--- src/rtl/rv32_immediate_generator.sv ---
// RV32I immediate extractor for the decode stage: selects the format from the opcode,
// assembles and sign-extends the immediate, and registers it with a one-cycle valid.
module rv32_immediate_generator (
  input  logic        Clk_i,
  input  logic        Reset_n_i,
  input  logic        Valid_i,
  input  logic [31:0] Instruction_i,
  output logic [31:0] ExtImmediate_o,
  output logic [2:0]  ImmType_o,
  output logic        Valid_o
);

  localparam logic [6:0] OPC_LOAD   = 7'b0000011;
  localparam logic [6:0] OPC_OP_IMM = 7'b0010011;
  localparam logic [6:0] OPC_JALR   = 7'b1100111;
  localparam logic [6:0] OPC_SYSTEM = 7'b1110011;
  localparam logic [6:0] OPC_STORE  = 7'b0100011;
  localparam logic [6:0] OPC_BRANCH = 7'b1100011;
  localparam logic [6:0] OPC_LUI    = 7'b0110111;
  localparam logic [6:0] OPC_AUIPC  = 7'b0010111;
  localparam logic [6:0] OPC_JAL    = 7'b1101111;

  localparam logic [2:0] IMM_NONE = 3'd0;
  localparam logic [2:0] IMM_I    = 3'd1;
  localparam logic [2:0] IMM_S    = 3'd2;
  localparam logic [2:0] IMM_B    = 3'd3;
  localparam logic [2:0] IMM_U    = 3'd4;
  localparam logic [2:0] IMM_J    = 3'd5;

  logic [6:0]  opcode;
  logic [2:0]  imm_type;
  logic [31:0] imm_value;

  assign opcode = Instruction_i[6:0];

  // Format selection looks only at the opcode; funct3/funct7 never matter.
  always_comb begin
    imm_type = IMM_NONE;
    case (opcode)
      OPC_LOAD, OPC_OP_IMM, OPC_JALR, OPC_SYSTEM: imm_type = IMM_I;
      OPC_STORE:                                  imm_type = IMM_S;
      OPC_BRANCH:                                 imm_type = IMM_B;
      OPC_LUI, OPC_AUIPC:                         imm_type = IMM_U;
      OPC_JAL:                                    imm_type = IMM_J;
      default:                                    imm_type = IMM_NONE;
    endcase
  end

  always_comb begin
    imm_value = 32'h0;
    case (imm_type)
      IMM_I: imm_value = {{20{Instruction_i[31]}}, Instruction_i[31:20]};
      IMM_S: imm_value = {{20{Instruction_i[31]}}, Instruction_i[31:25],
                          Instruction_i[11:7]};
      IMM_B: imm_value = {{19{Instruction_i[31]}}, Instruction_i[31], Instruction_i[7],
                          Instruction_i[30:25], Instruction_i[11:8], 1'b0};
      IMM_U: imm_value = {Instruction_i[31:12], 12'h000};
      IMM_J: imm_value = {{11{Instruction_i[31]}}, Instruction_i[31],
                          Instruction_i[19:12], Instruction_i[20],
                          Instruction_i[30:21], 1'b0};
      default: imm_value = 32'h0;
    endcase
  end

  // Valid_i qualifies Instruction_i for one cycle; there is no ready, so every valid
  // word is accepted. Valid_o marks the cycle in which its result is on the outputs.
  always_ff @(posedge Clk_i or negedge Reset_n_i) begin
    if (!Reset_n_i) begin
      ExtImmediate_o <= 32'h0;
      ImmType_o      <= IMM_NONE;
      Valid_o        <= 1'b0;
    end else begin
      Valid_o <= Valid_i;
      if (Valid_i) begin
        ExtImmediate_o <= imm_value;
        ImmType_o      <= imm_type;
      end
    end
  end

endmodule

--- config.mk ---
export PLATFORM = sky130hd
export DESIGN_NAME = rv32_immediate_generator
export DESIGN_NICKNAME = d
export VERILOG_FILES = /design/src/rtl/rv32_immediate_generator.sv
export SDC_FILE = /design/constraint.sdc
export NUM_CORES = 1
export LEC_CHECK = 0
export BUFFER_PORTS_ARGS = -buffer_cell sky130_fd_sc_hd__clkbuf_2
export CAP_MARGIN = 20
export CORE_MARGIN = 4
export CORE_UTILIZATION = 38
export CTS_CLUSTER_SIZE = 16
export DETAILED_ROUTE_END_ITERATION = 16
export PLACE_DENSITY = 0.6
export SLEW_MARGIN = 15
export SYNTH_ARGS = -nofsm -noshare
export SYNTH_HDL_FRONTEND = slang
export SYNTH_SLANG_ARGS = --single-unit
export TNS_END_PERCENT = 100
--- constraint.sdc ---
create_clock -name Clk_i -period 1.1 [get_ports Clk_i]
set_clock_uncertainty 0.15 [all_clocks]
set_input_delay 0.22 -clock Clk_i [delete_from_list [all_inputs] [get_ports Clk_i]]
set_output_delay 0.22 -clock Clk_i [all_outputs]
set_load 0.01 [all_outputs]
Yosys cells after proc, flatten, opt, wreduce, memory -nomap -nowiden
Cells that the tools add are included.
{ "classes": {"n_eq_ne": 14, "n_mux": 2, "reduce_logical": 2} }
{ "ops": {"columns": ["operator", "count"], "rows": [
  ["$pmux 32 s5", 1],
  ["$eq 7x7->1 const B", 4],
  ["$pmux 3 s5", 1],
  ["$eq 7x5->1 const B", 2],
  ["$eq 7x6->1 const B", 2],
  ["$eq 7x2->1 const B", 1],
  ["$eq 3x2->1 const B", 2],
  ["$eq 3x3->1 const B", 2],
  ["$reduce_or 4->1", 1],
  ["$eq 3x1->1 const B", 1],
  ["$reduce_or 2->1", 1]
]} }
{ "totals": {"register_bits": 36} }

Depth between registers and ports, before layout
{ "logic_depth": {"depth_word": 5, "ltp_mapped": 6} }

Worst setup path after synthesis
Ideal clock, no wire load.
{ "synth_path": {"kind": "input to register", "from": "input port Instruction_i[2]", "to": "register ExtImmediate_o[18]", "required_ns": 0.868, "path_stages": 6, "slack_ns": -0.508, "setup_ns": 0.082, "path_buffers": 2, "arrival_time_ns": 1.376, "cell_sequence": "buf_6 -> mux2_4 -> nor3b_4 -> o2111ai_4 -> buf_6 -> a22oi_2"} }
{ "synth_between": {"elab_chain_len": 5, "elab_cells_between_ends": 18} }
{ "synth_rtl": {"columns": ["element", "line_no", "text"], "rows": [
  ["start: declaration", "7", "input logic [31:0] Instruction_i,"],
  ["$eq 7x2->1 (tied with other cells)", "39", "case (opcode)"],
  ["$reduce_or 4->1 / $reduce_or 2->1 (equally long branches)", "39", null],
  ["$pmux 3 s5 *", "39", null],
  ["$eq 3x3->1 (tied with other cells)", "51", "case (imm_type)"],
  ["$pmux 32 s5 *", "51", null],
  ["end signal: assignment", "75", "ExtImmediate_o <= imm_value;"],
  ["end: declaration", "8", "output logic [31:0] ExtImmediate_o,"]
]} }
Mark *: on every way between the ends. The rest lies on a longest branch, timed or not.
A chain may end at the register's enable or synchronous reset.

Worst setup path after layout
{ "layout_path": {"from": "input port Instruction_i[2]", "to": "register ExtImmediate_o[22]"} }
The elaborated chain is that of the path after synthesis.

==> impl_metrics.csv <==
group,metric,value,unit
cts,root_buffer,"clkbuf_8",
global_route,grt_max_degree,37,
critical_path,path_class,"input pin to flop",
pwr,ir_drop,0.6992,mV
sta,max_slew.worst_pin.slew,0.4936,ns
synthesis,syn_nets,212,
global_route,grt_pass1_wl,9301,microns
cts,clkSinkCount,36,
cts,clkTransAtPathRegs,0.08,ns
floorplanning,die_area,6168,sq um
sta,rsz0062_at_grt,"true",
sta,finalSetupViolations,71,
critical_path,startpoint_type,"input pin",
cts,clk_path_buf_depth,2,
synthesis,synth_area,1891,sq um
finish,area_delta_synth_final,60.62,%
global_route,grt_antenna_before_repair,0,
finish,diodes,0,
synthesis,yosysTopAreaCell,"dfrtp_1",
synthesis,ys_warn_count,0,
synthesis,synthMostInstantiatedCell,"dfrtp_1",
synthesis,synthFlopType,"dfrtp_1",
synthesis,avgSynthCellArea,10.68,sq um
synthesis,synth_top_area_frac,0.4765,
floorplanning,fp.coreArea,4786,sq um
routing,wl_per_cell,15.74,microns
synthesis,ys_types,42,
place,gp_congestion,0.8713,
sta,slew-limit-headroom,0.6706,
synthesis,synthArstFlopShare,1.000,
finish,final_cell_count_no_fill,365,
hold_path,min_path_type,"input pin to flop",
routing,wl,5745,microns
cts,htree_levels,2,
synthesis,netlist_top_cells_area,"dfrtp_1 (48%), a22oi_2 (9.3%), nand2_1 (6.8%), a22o_1 (2.8%), o21ai_0 (2.4%)",
floorplanning,die_w,78.54,microns
finish,fin_nets,332,
sta,slew_viol_final,0,
job,drv_cap,0,
critical_path,worst_ep_required_time,1.16,ns
floorplanning,initial_core_util,0.3950,
finish,fillers,420,
routing,drt-pass1-iter-count,4,
floorplanning,fp-row-count,25,
floorplanning,die_y,78.54,microns
global_route,grt.total_usage,0.1893,
floorplanning,ios,71,
critical_path,cp.arrival,1.53,ns
critical_path,crit_path_max_fanout,10,
synthesis,synth_edf_count,0,
finish,drive_above_1_share,0.5940,
sta,fin_crit,1.478,ns
cts,numCtsBuffers,5,
global_route,globalRoute.totalOverflow,0,
cts,clk_latency,0.28,ns
sta,fmax,676.8,MHz
sta,fin_setup_tns,-13.48,ns
routing,drtIter0Drc,111,
pwr,power_density,944.9,nW/um^2
place,dp_cells,335,
sta,fin_crit_sh,1.343,
routing,drc_errors,0,
outcome,status,"finished, violations left",
routing,viasPerCell,5.099,
outcome,failed_checks,"negative setup slack",
global_route,grt_pass1_vias,1918,
place,port_buffers,70,
pwr,p_leak,1.450,nW
routing,antenna_left,0,
sta,fin_ws,-0.3776,ns
synthesis,yosysSeqAreaShare,0.4765,
synthesis,synth-seq-cells,36,
critical_path,endpoint_kind,"flop",
routing,num_vias,1861,
synthesis,ys_top_cells_by_count,"dfrtp_1 (36), nand2_1 (34), a22oi_2 (14)",
sta,hold_violations,0,
place,place_ws,-0.9570,ns
cts,cts_tree,"yes",
place,dp_hpwl,3898,microns
synthesis,syn-instance-count,177,
==> worst paths after layout <==
| check | from | end | slack (ns) | cells past startpoint |
|---|---|---|---|---|
| min | Instruction_i[30] | ExtImmediate_o[10]$_DFFE_PN0P_ | 0.02 | 2 |
| min reg2reg | ExtImmediate_o[2]$_DFFE_PN0P_ | ExtImmediate_o[2]$_DFFE_PN0P_ | 0.35 | 1 |
| max | Instruction_i[2] | ExtImmediate_o[22]$_DFFE_PN0P_ | -0.38 | 7 |
| max in group asynchronous | Reset_n_i | ImmType_o[1]$_DFFE_PN0P_ | 0.30 | 3 |
| min in group asynchronous | Reset_n_i | ExtImmediate_o[14]$_DFFE_PN0P_ | 0.31 | 3 |
| max reg2reg | ExtImmediate_o[1]$_DFFE_PN0P_ | ExtImmediate_o[1]$_DFFE_PN0P_ | 0.10 | 3 |
==> layout make-up <==
cell class | instances | area (sq um) | area share
clock buffer | 7 | 86.33 | 0.02843
clock inverter | 1 | 7.507 | 0.002472
inverter | 9 | 33.78 | 0.01112
multi-input combinational | 119 | 1011 | 0.3329
sequential | 36 | 900.9 | 0.2967
tap | 67 | 83.83 | 0.02761
timing repair buffer | 126 | 913.4 | 0.3008
==> where the power goes <==
group          switching (mW)  total, mW  internal [mW]
Clock                   0.481      0.990          0.509
Combinational           0.263      0.515          0.252
Sequential             0.0155       1.36           1.35
Total                   0.759       2.87           2.11
==> metrics by stage <==
| step | hold WS (ns) | instance area [sq um] | power, mW | utilization |
|---|---|---|---|---|
| floorplan | -0.2256 | 1974 | 1.584 | - |
| global placement | 0.04780 | 2557 | 1.813 | 0.5344 |
| detailed placement | 0.05430 | 2557 | 1.814 | 0.5344 |
| CTS | 0.008111 | 2843 | 2.863 | 0.5940 |
| global route | 0.01918 | 3037 | 3.001 | 0.6345 |
| finish | 0.01873 | 3037 | 2.869 | 0.6345 |
==> layout by cell type, fill, tap and decap left out, drive strengths merged, types with 2 or more instances in the layout <==
cell type  instances
nor3               5
nor4               2
clkbuf            69
a31oi              4
nor2               7
a32oi              2
mux2               2
a22o               6
dfrtp             36
inv                8
buf               63
a22oi             20
o2bb2ai            6
o21ai             12
nand2             34
==> flip-flops by register name, indices dropped and copies added (netlist names) <==
name	cells
ImmType_o	3
Valid_o	1
ExtImmediate_o	32
==> worst max-delay path: stages <==
cell and delay [ns]:
buf_8 0.10, buf_6 0.11, mux2_4 0.31, nor3b_4 0.21
o2111ai_4 0.24, buf_8 0.22, a22oi_2 0.12
==> what timing repair did <==
item,CTS,global route
hold buffers,1,0
pin swaps,6,12
cloned,1,0
setup endpoints to repair,71,71
buffers inserted,9,11
hold endpoints to repair,36,0
resized for setup,21,28
==> routing by layer <==
layer	global-route usage	wire [microns]	vias up
met5	0	0	-
met4	0.04720	33	0
met3	0.05390	366	7
met2	0.3031	2777	53
met1	0.2518	2568	924
li1	-	-	877
==> cells by family after synthesis <==
family                 share of synthesized area
flip-flops                                0.4765
multiplexers                             0.01390
AND/OR/NAND/NOR                           0.1575
buffers and inverters                    0.05890
XOR/XNOR                                0.004634
AO/OA/AOI/OAI                             0.2885
Power figures use the tool's default switching activity.
